### src/rtl/writeback_unit.sv
// Register-file write-port arbiter: ALU results take priority, load results queue in a FIFO,
// and a pending-load scoreboard flags hazards for decode. Optional macro WB_BYPASS_EN.
module writeback_unit #(
  parameter int FIFO_DEPTH = 4,
  parameter int CNT_W      = $clog2(FIFO_DEPTH) + 1
) (
  input  logic             clk,
  input  logic             reset,
  input  logic             alu_valid,
  input  logic [4:0]       alu_rd,
  input  logic [31:0]      alu_data,
  input  logic             mem_valid,
  output logic             mem_ready,
  input  logic [4:0]       mem_rd,
  input  logic [31:0]      mem_data,
  input  logic             issue_valid,
  input  logic [4:0]       issue_rd,
  input  logic [4:0]       rs1,
  input  logic [4:0]       rs2,
  output logic             rs1_busy,
  output logic             rs2_busy,
  output logic             rf_write_enable,
  output logic [4:0]       rf_write_reg,
  output logic [31:0]      rf_write_data,
  output logic [CNT_W-1:0] fifo_count
);

  localparam int PTR_W = $clog2(FIFO_DEPTH);

  logic [4:0]       r_fifo_rd   [FIFO_DEPTH];
  logic [31:0]      r_fifo_data [FIFO_DEPTH];
  logic [PTR_W-1:0] r_head;
  logic [PTR_W-1:0] r_tail;
  logic [CNT_W-1:0] r_count;
  logic [31:0]      r_pending;
  logic             r_we;
  logic [4:0]       r_wreg;
  logic [31:0]      r_wdata;

  logic             w_hs;
  logic             w_nonempty;
  logic             w_pop;
  logic             w_bypass;
  logic             w_push;
  logic [4:0]       w_head_rd;
  logic [31:0]      w_head_data;
  logic [31:0]      w_clr;
  logic [31:0]      w_set;
  logic [31:0]      w_pending_nxt;

  // Ready comes only from the registered count, so a pop while full cannot open the door early.
  assign mem_ready   = (r_count < CNT_W'(FIFO_DEPTH));
  assign w_hs        = mem_valid && mem_ready;
  assign w_nonempty  = (r_count != '0);
  assign w_pop       = !alu_valid && w_nonempty;
  assign w_head_rd   = r_fifo_rd[r_head];
  assign w_head_data = r_fifo_data[r_head];

`ifdef WB_BYPASS_EN
  assign w_bypass = !alu_valid && !w_nonempty && w_hs;
`else
  assign w_bypass = 1'b0;
`endif

  assign w_push = w_hs && !w_bypass;

  always_comb begin
    w_clr = '0;
    w_set = '0;
    if (w_pop) begin
      w_clr[w_head_rd] = 1'b1;
    end else if (w_bypass) begin
      w_clr[mem_rd] = 1'b1;
    end
    if (issue_valid) begin
      w_set[issue_rd] = 1'b1;
    end
    // Set after clear so a same-edge reissue wins; bit 0 is never pending.
    w_pending_nxt = ((r_pending & ~w_clr) | w_set) & ~32'd1;
  end

  always_ff @(posedge clk) begin
    if (w_push) begin
      r_fifo_rd[r_tail]   <= mem_rd;
      r_fifo_data[r_tail] <= mem_data;
    end
  end

  always_ff @(posedge clk) begin
    if (reset) begin
      r_head    <= '0;
      r_tail    <= '0;
      r_count   <= '0;
      r_pending <= '0;
      r_we      <= 1'b0;
      r_wreg    <= '0;
      r_wdata   <= '0;
    end else begin
      r_pending <= w_pending_nxt;
      if (w_push) r_tail <= r_tail + PTR_W'(1);
      if (w_pop)  r_head <= r_head + PTR_W'(1);
      if (w_push && !w_pop) begin
        r_count <= r_count + CNT_W'(1);
      end else if (!w_push && w_pop) begin
        r_count <= r_count - CNT_W'(1);
      end
      if (alu_valid) begin
        r_we    <= (alu_rd != 5'd0);
        r_wreg  <= alu_rd;
        r_wdata <= alu_data;
      end else if (w_nonempty) begin
        r_we    <= (w_head_rd != 5'd0);
        r_wreg  <= w_head_rd;
        r_wdata <= w_head_data;
      end else if (w_bypass) begin
        r_we    <= (mem_rd != 5'd0);
        r_wreg  <= mem_rd;
        r_wdata <= mem_data;
      end else begin
        r_we <= 1'b0;
      end
    end
  end

  assign rs1_busy        = r_pending[rs1];
  assign rs2_busy        = r_pending[rs2];
  assign rf_write_enable = r_we;
  assign rf_write_reg    = r_wreg;
  assign rf_write_data   = r_wdata;
  assign fifo_count      = r_count;

endmodule
### config.mk
export PLATFORM = sky130hd
export DESIGN_NAME = writeback_unit
export DESIGN_NICKNAME = d
export VERILOG_FILES = /design/src/rtl/writeback_unit.sv
export SDC_FILE = /design/constraint.sdc
export NUM_CORES = 1
export LEC_CHECK = 0
export ABC_AREA = 0
export CORE_ASPECT_RATIO = 1.25
export CORE_MARGIN = 5
export CORE_UTILIZATION = 45
export CTS_CLUSTER_SIZE = 30
export DETAILED_ROUTE_END_ITERATION = 8
export DONT_BUFFER_PORTS = 1
export SYNTH_ARGS = -nofsm -noshare
export SYNTH_HDL_FRONTEND = slang
export SYNTH_SLANG_ARGS = --single-unit
### constraint.sdc
create_clock -name clk -period 4.1 [get_ports clk]
set_clock_uncertainty 0.05 [all_clocks]
set_input_delay 0.41 -clock clk [delete_from_list [all_inputs] [get_ports clk]]
set_output_delay 0.41 -clock clk [all_outputs]
set_load 0.01 [all_outputs]
Word-level counts from Yosys, hierarchy flattened
Memory sizes are Yosys's and may differ from the RTL's. A register that Yosys moved wholly into a read port is not among the register bits.
Index checks and enable logic that the tools add are counted.
{"block": "op_classes", "add_sub_neg": 4, "mul": 0, "div_mod_pow": 0, "n_lt_le_gt_ge": 7, "eq_ne": 0, "n_shift": 0, "muxes": 24, "bitwise": 3, "n_reduce_logical": 14}
{"op": "$mux W32", "n": 4}
{"op": "$and A32 B32 Y32", "n": 1}
{"op": "$not A32 Y32", "n": 1}
{"op": "$or A32 B32 Y32", "n": 1}
{"op": "$lt A5 B6 Y1 const B", "n": 4}
{"op": "$bmux W1 S5", "n": 2}
{"op": "$demux W1 S5", "n": 2}
{"op": "$ge A5 B1 Y1 const B", "n": 2}
{"op": "$mux W5", "n": 2}
{"op": "$reduce_bool A5 Y1", "n": 2}
{"op": "$mux W1", "n": 8}
{"op": "$mux W2", "n": 4}
{"op": "$logic_and A1 B1 Y1", "n": 6}
{"op": "$mux W3", "n": 2}
{"op": "$add A2 B1 Y2 const B", "n": 2}
{"op": "$reduce_bool A2 Y1", "n": 2}
{"op": "$add A3 B1 Y3 const B", "n": 1}
{"op": "$logic_not A1 Y1", "n": 3}
{"op": "$lt A3 B3 Y1 const B", "n": 1}
{"op": "$reduce_bool A3 Y1", "n": 1}
{"op": "$sub A3 B1 Y3 const B", "n": 1}
{"block": "word_totals", "regBits": 77, "latch_bits": 0, "mem_bits_rw": 148, "romBits": 0, "elab_cells": 62, "mem_count": 2}
{"name": "r_fifo_data", "words": 4, "word_bits": 32, "rd": 1, "rd_ports_with_merged_regs": 1, "write_ports": 1, "line": "31", "text": "logic [31:0] r_fifo_data [FIFO_DEPTH];"}
{"name": "r_fifo_rd", "words": 4, "word_bits": 5, "rd": 1, "rd_ports_with_merged_regs": 1, "write_ports": 1, "line": "30", "text": "logic [4:0] r_fifo_rd [FIFO_DEPTH];"}

Depth between registers and ports, before layout
{"block": "logic_depth", "ltp_word": 8, "ltp_mapped": 10, "mapped_depth_nobuf": 9}

Worst setup path after synthesis
OpenSTA, ideal clock, no wires.
{"block": "synth_path", "path_type": "reg-to-reg", "startpoint": "register r_count[0] (netlist: fifo_count[0])", "endpoint": "register r_count[2] (netlist: fifo_count[2])", "t_arrival_ps": 2272, "required_ps": 3980, "path_slack_ps": 1707, "stages_incl_launch_ff": 11, "n_path_buf": 1, "period_less_slack_ps": 2393, "path_cell_list": "dfxtp_1 -> nor3_1 -> buf_2 -> nor2_1 -> inv_1 -> ha_1 -> inv_1 -> fa_1 -> xor2_1 -> or3_1 -> a21oi_1"}
{"block": "synth_between", "elab_chain_cells": 5, "word_cells_on_any_way": 13, "cone_classes": "add/sub (2); order compare (1); mux (2); reduce/logical (8)"}
{"item": "start, declared", "line": "34", "text": "logic [CNT_W-1:0] r_count;"}
{"item": "start signal, assigned", "line": "103", "text": "r_count <= r_count + CNT_W'(1);"}
{"item": "start signal, assigned", "line": "105", "text": "r_count <= r_count - CNT_W'(1);"}
{"item": "$lt A3 B3 Y1 / $reduce_bool A3 Y1 (equally long branches)", "line": "52, 54"}
{"item": "$logic_and A1 B1 Y1 (on tied branches)", "line": "53, 55"}
{"item": "$logic_not A1 Y1 (on tied branches)", "line": "104, 102"}
{"item": "$logic_and A1 B1 Y1 (on tied branches)", "line": "104, 102"}
{"item": "$reduce_bool A2 Y1 (no source line) / $mux W3 (equally long branches)"}
Several ways; a longest one is shown, not always the timed one. The select of a mux whose other input is x is not followed.
A chain may end at the register's enable or synchronous reset.

==> key figures <==
Outcome
  – Status: finished clean

Logic synthesis
  – EDFF count, synth: 148
  – Synthesized area per cell: 13.8 um^2
  – Unique masters post-synth: 40
  – Synthesized Nets: 773
  – FFs w/ async S/R, synth: 0
  – Seq/Total Area, Yosys: 0.649
  – Yosys warning count: 0
  – Mapped Cells: 673
  – Largest cells by area after synthesis: edfxtp_1 (48%), dfxtp_1 (17%), mux4_2 (11%)
  – Seq cells post-synth: 226
  – Main synth FF type: edfxtp_1
  – Largest area contributor in the synthesized netlist: edfxtp_1
  – Share of Yosys cell area claimed by the top area cell type: 0.480
  – Commonest cells in the netlist: edfxtp_1 (148), dfxtp_1 (78), a21oi_1 (75), nand2_1 (72), mux4_2 (47)
  – Synthesized area: 9260 um^2
  – Cell with the most instances after synthesis: edfxtp_1

Floorplan
  – Core area: 20200 um^2
  – Die Span Y: 170 um
  – Die ar.: 23600 um^2
  – Cell Rows: 58
  – IO Pins: 138
  – Die X: 138 um
  – Initial Utilization: 0.459

Timing
  – Max-slew headroom: 0.282
  – Tcrit/Tclk final: 0.663
  – Final min period: 2720 ps
  – Setup violators final: 0
  – Fin. Hold Viols: 0
  – Final worst setup slack: 1380 ps
  – RSZ-0062 raised after global routing: false
  – Worst slew pin tran: 1080 ps
  – Max-slew violations: 0
  – Setup TNS: 0 ps
  – Max Fclk: 0.368 GHz

Route
  – Uppermost layer routed: met4
  – DRT Pass-1 Iters: 5
  – Met2 WL: 11500 um
  – Routed len/inst: 21.7 um
  – DRC Markers: 0
  – ANT nets after route: 0
  – Final wirelength: 21400 um
  – DR vias: 5749
  – Initial DRC Count: 405
  – WL met1: 7970 um
  – Met3 wire length: 1490 um
  – Vias/cell: 5.82

Setup path
  – CP startpoint kind: flop
  – Crit Path Max Fanout: 22
  – CP arrival: 3050 ps
  – Setup Crit Path Kind: reg2reg
  – CP endpoint kind: flop
  – Req. time, crit path: 4430 ps

Placement
  – Gpl congestion: 0.863
  – DP HPWL: 13700 um
  – IO Port Bufs: 0
  – Pre-CTS WS: 1610 ps

Flow run
  – Maxcap violations: 0

CTS
  – H-Tree Depth: 1
  – CTS tree: built
  – Clk pin slew, worst setup/hold paths: 70 ps
  – Num CTS Buffers: 22
  – Worst-skew pair later-pin latency: 500 ps
  – CTS max path bufs: 3
  – Clock Sinks: 226
  – Post_cts resized: 0
  – Root buffer cell: clkbuf_16

Final layout
  – Multi-input gate area: 2910 um^2
  – Top reg by flops: r_fifo_data
  – Fillers: 1704
  – Reg area: 6010 um^2
  – Area growth syn-to-layout: 15.1%
  – Max reg flops: 128
  – Nets: 799
  – Share of layout cells above drive strength 1: 0.136

GRT
  – Pin count of the biggest net entering global routing: 78
  – Initial antenna violation count: 2
  – First-pass GRT wire length: 33700 um
  – Vias in the first global route: 6185
  – GR Overflow Total: 0
  – GRT Resource Usage Total: 0.179

Pwr
  – Int Pwr: 4460 uW
  – Flop pwr share: 0.469
  – Max IR drop VDD: 465 uV
  – Static Leak: 0.00363 uW
  – Combinational power share: 0.203
  – Switch Pwr: 1780 uW
  – Pwr per Cell Area: 586 nW/um^2
  – Clock group share of total power: 0.328
  – Switch share: 0.285

Hold path
  – Worst hold path class: in2reg
[repair_timing]
| action | in CTS | in global routing |
|---|---|---|
| hold endpoints to repair | 226 | 1 |
| hold buffers | 42 | 1 |
| buffers inserted | 0 | 0 |
[worst max-delay path, stage by stage, from the launching register on]
cell           delay, ps
dfxtp_2              700
buf_4                520
mux4_2               560
nand2_1               80
a221oi_1              90
dlygate4sd3_1        580
[final cells by class]
type | instances | share of cell area
multi-input cells | 358 | 0.273
diodes | 2 | 0.000470
repair buffers | 47 | 0.0458
flip-flops and latches | 226 | 0.564
clock buffers | 27 | 0.0554
clock inverters | 13 | 0.0137
well taps | 270 | 0.0317
inverters | 44 | 0.0155
[placed cells by master, fill, tap and decap left out, types with 2 or more instances in the layout]
cell type        n
a21oi_1         75
a221oi_1        37
a311oi_1         2
a41oi_1          2
and2_2           4
and3_1           4
and3b_1          3
and4b_1          2
buf_4            4
bufinv_16        3
clkbuf_1         4
clkbuf_16       23
clkinv_2         7
clkinv_4         2
dfxtp_1         76
dfxtp_2          2
diode_2          2
dlygate4sd3_1   41
edfxtp_1       148
ha_1             5
inv_1           44
mux2i_1         11
mux4_2          47
nand2_1         72
nand2b_1         2
nand3b_1         7
nand4_1          5
nor2_1          15
nor3b_1          7
o211ai_1         2
o21ai_0         19
o21ai_1         16
or3_1            3
or3b_2           2
or4b_1           2
xnor2_1          3
xor2_1           2
[kinds of logic after synthesis]
group           count (synthesis)  synth area share
flops                         226             0.649
xor+xnor                        5           0.00473
fa+ha+maj                       6           0.00892
buf+inv                        89            0.0377
mux                            58             0.126
compound gates                154             0.101
simple gates                  135            0.0729
[power groups by stage]
stage	clock, uW	combinational [uW]	sequential [uW]
after floorplan	0	986	2880
after global routing	2190	1390	2960
after CTS	2080	1290	2940
after detailed placement	0	1220	2980
after global placement	0	1180	2970
final	2050	1270	2930
[stage by stage]
stage	utilization	area, um^2	std cells	hold WS [ps]	total power (uW)
global placement	0.469	9450	902	423	4150
finish	0.528	10700	987	18.7	6240
global route	0.528	10700	987	2.43	6540
detailed placement	0.469	9450	902	433	4200
CTS	0.527	10600	984	0.884	6310
floorplan	-	9260	673	410	3870
[final timing paths]
check | start | end | slack, ps | cells past startpoint
setup / recovery | flop | rf_write_data[9]$_SDFFE_PP0P_ | 1380 | 5
hold / removal | alu_data[18] | rf_write_data[18]$_SDFFE_PP0P_ | 20 | 2
setup reg to reg | flop | rf_write_data[9]$_SDFFE_PP0P_ | 1380 | 5
hold reg to reg | r_pending[24]$_SDFF_PP0_ | r_pending[24]$_SDFF_PP0_ | 440 | 2
[layer usage]
metal | up-vias | GRT usage
met5 | - | 0
met4 | 0 | 0.0541
met3 | 46 | 0.0410
met2 | 200 | 0.332
met1 | 2883 | 0.206
li1 | 2620 | -
Power figures use the tool's default switching activity.
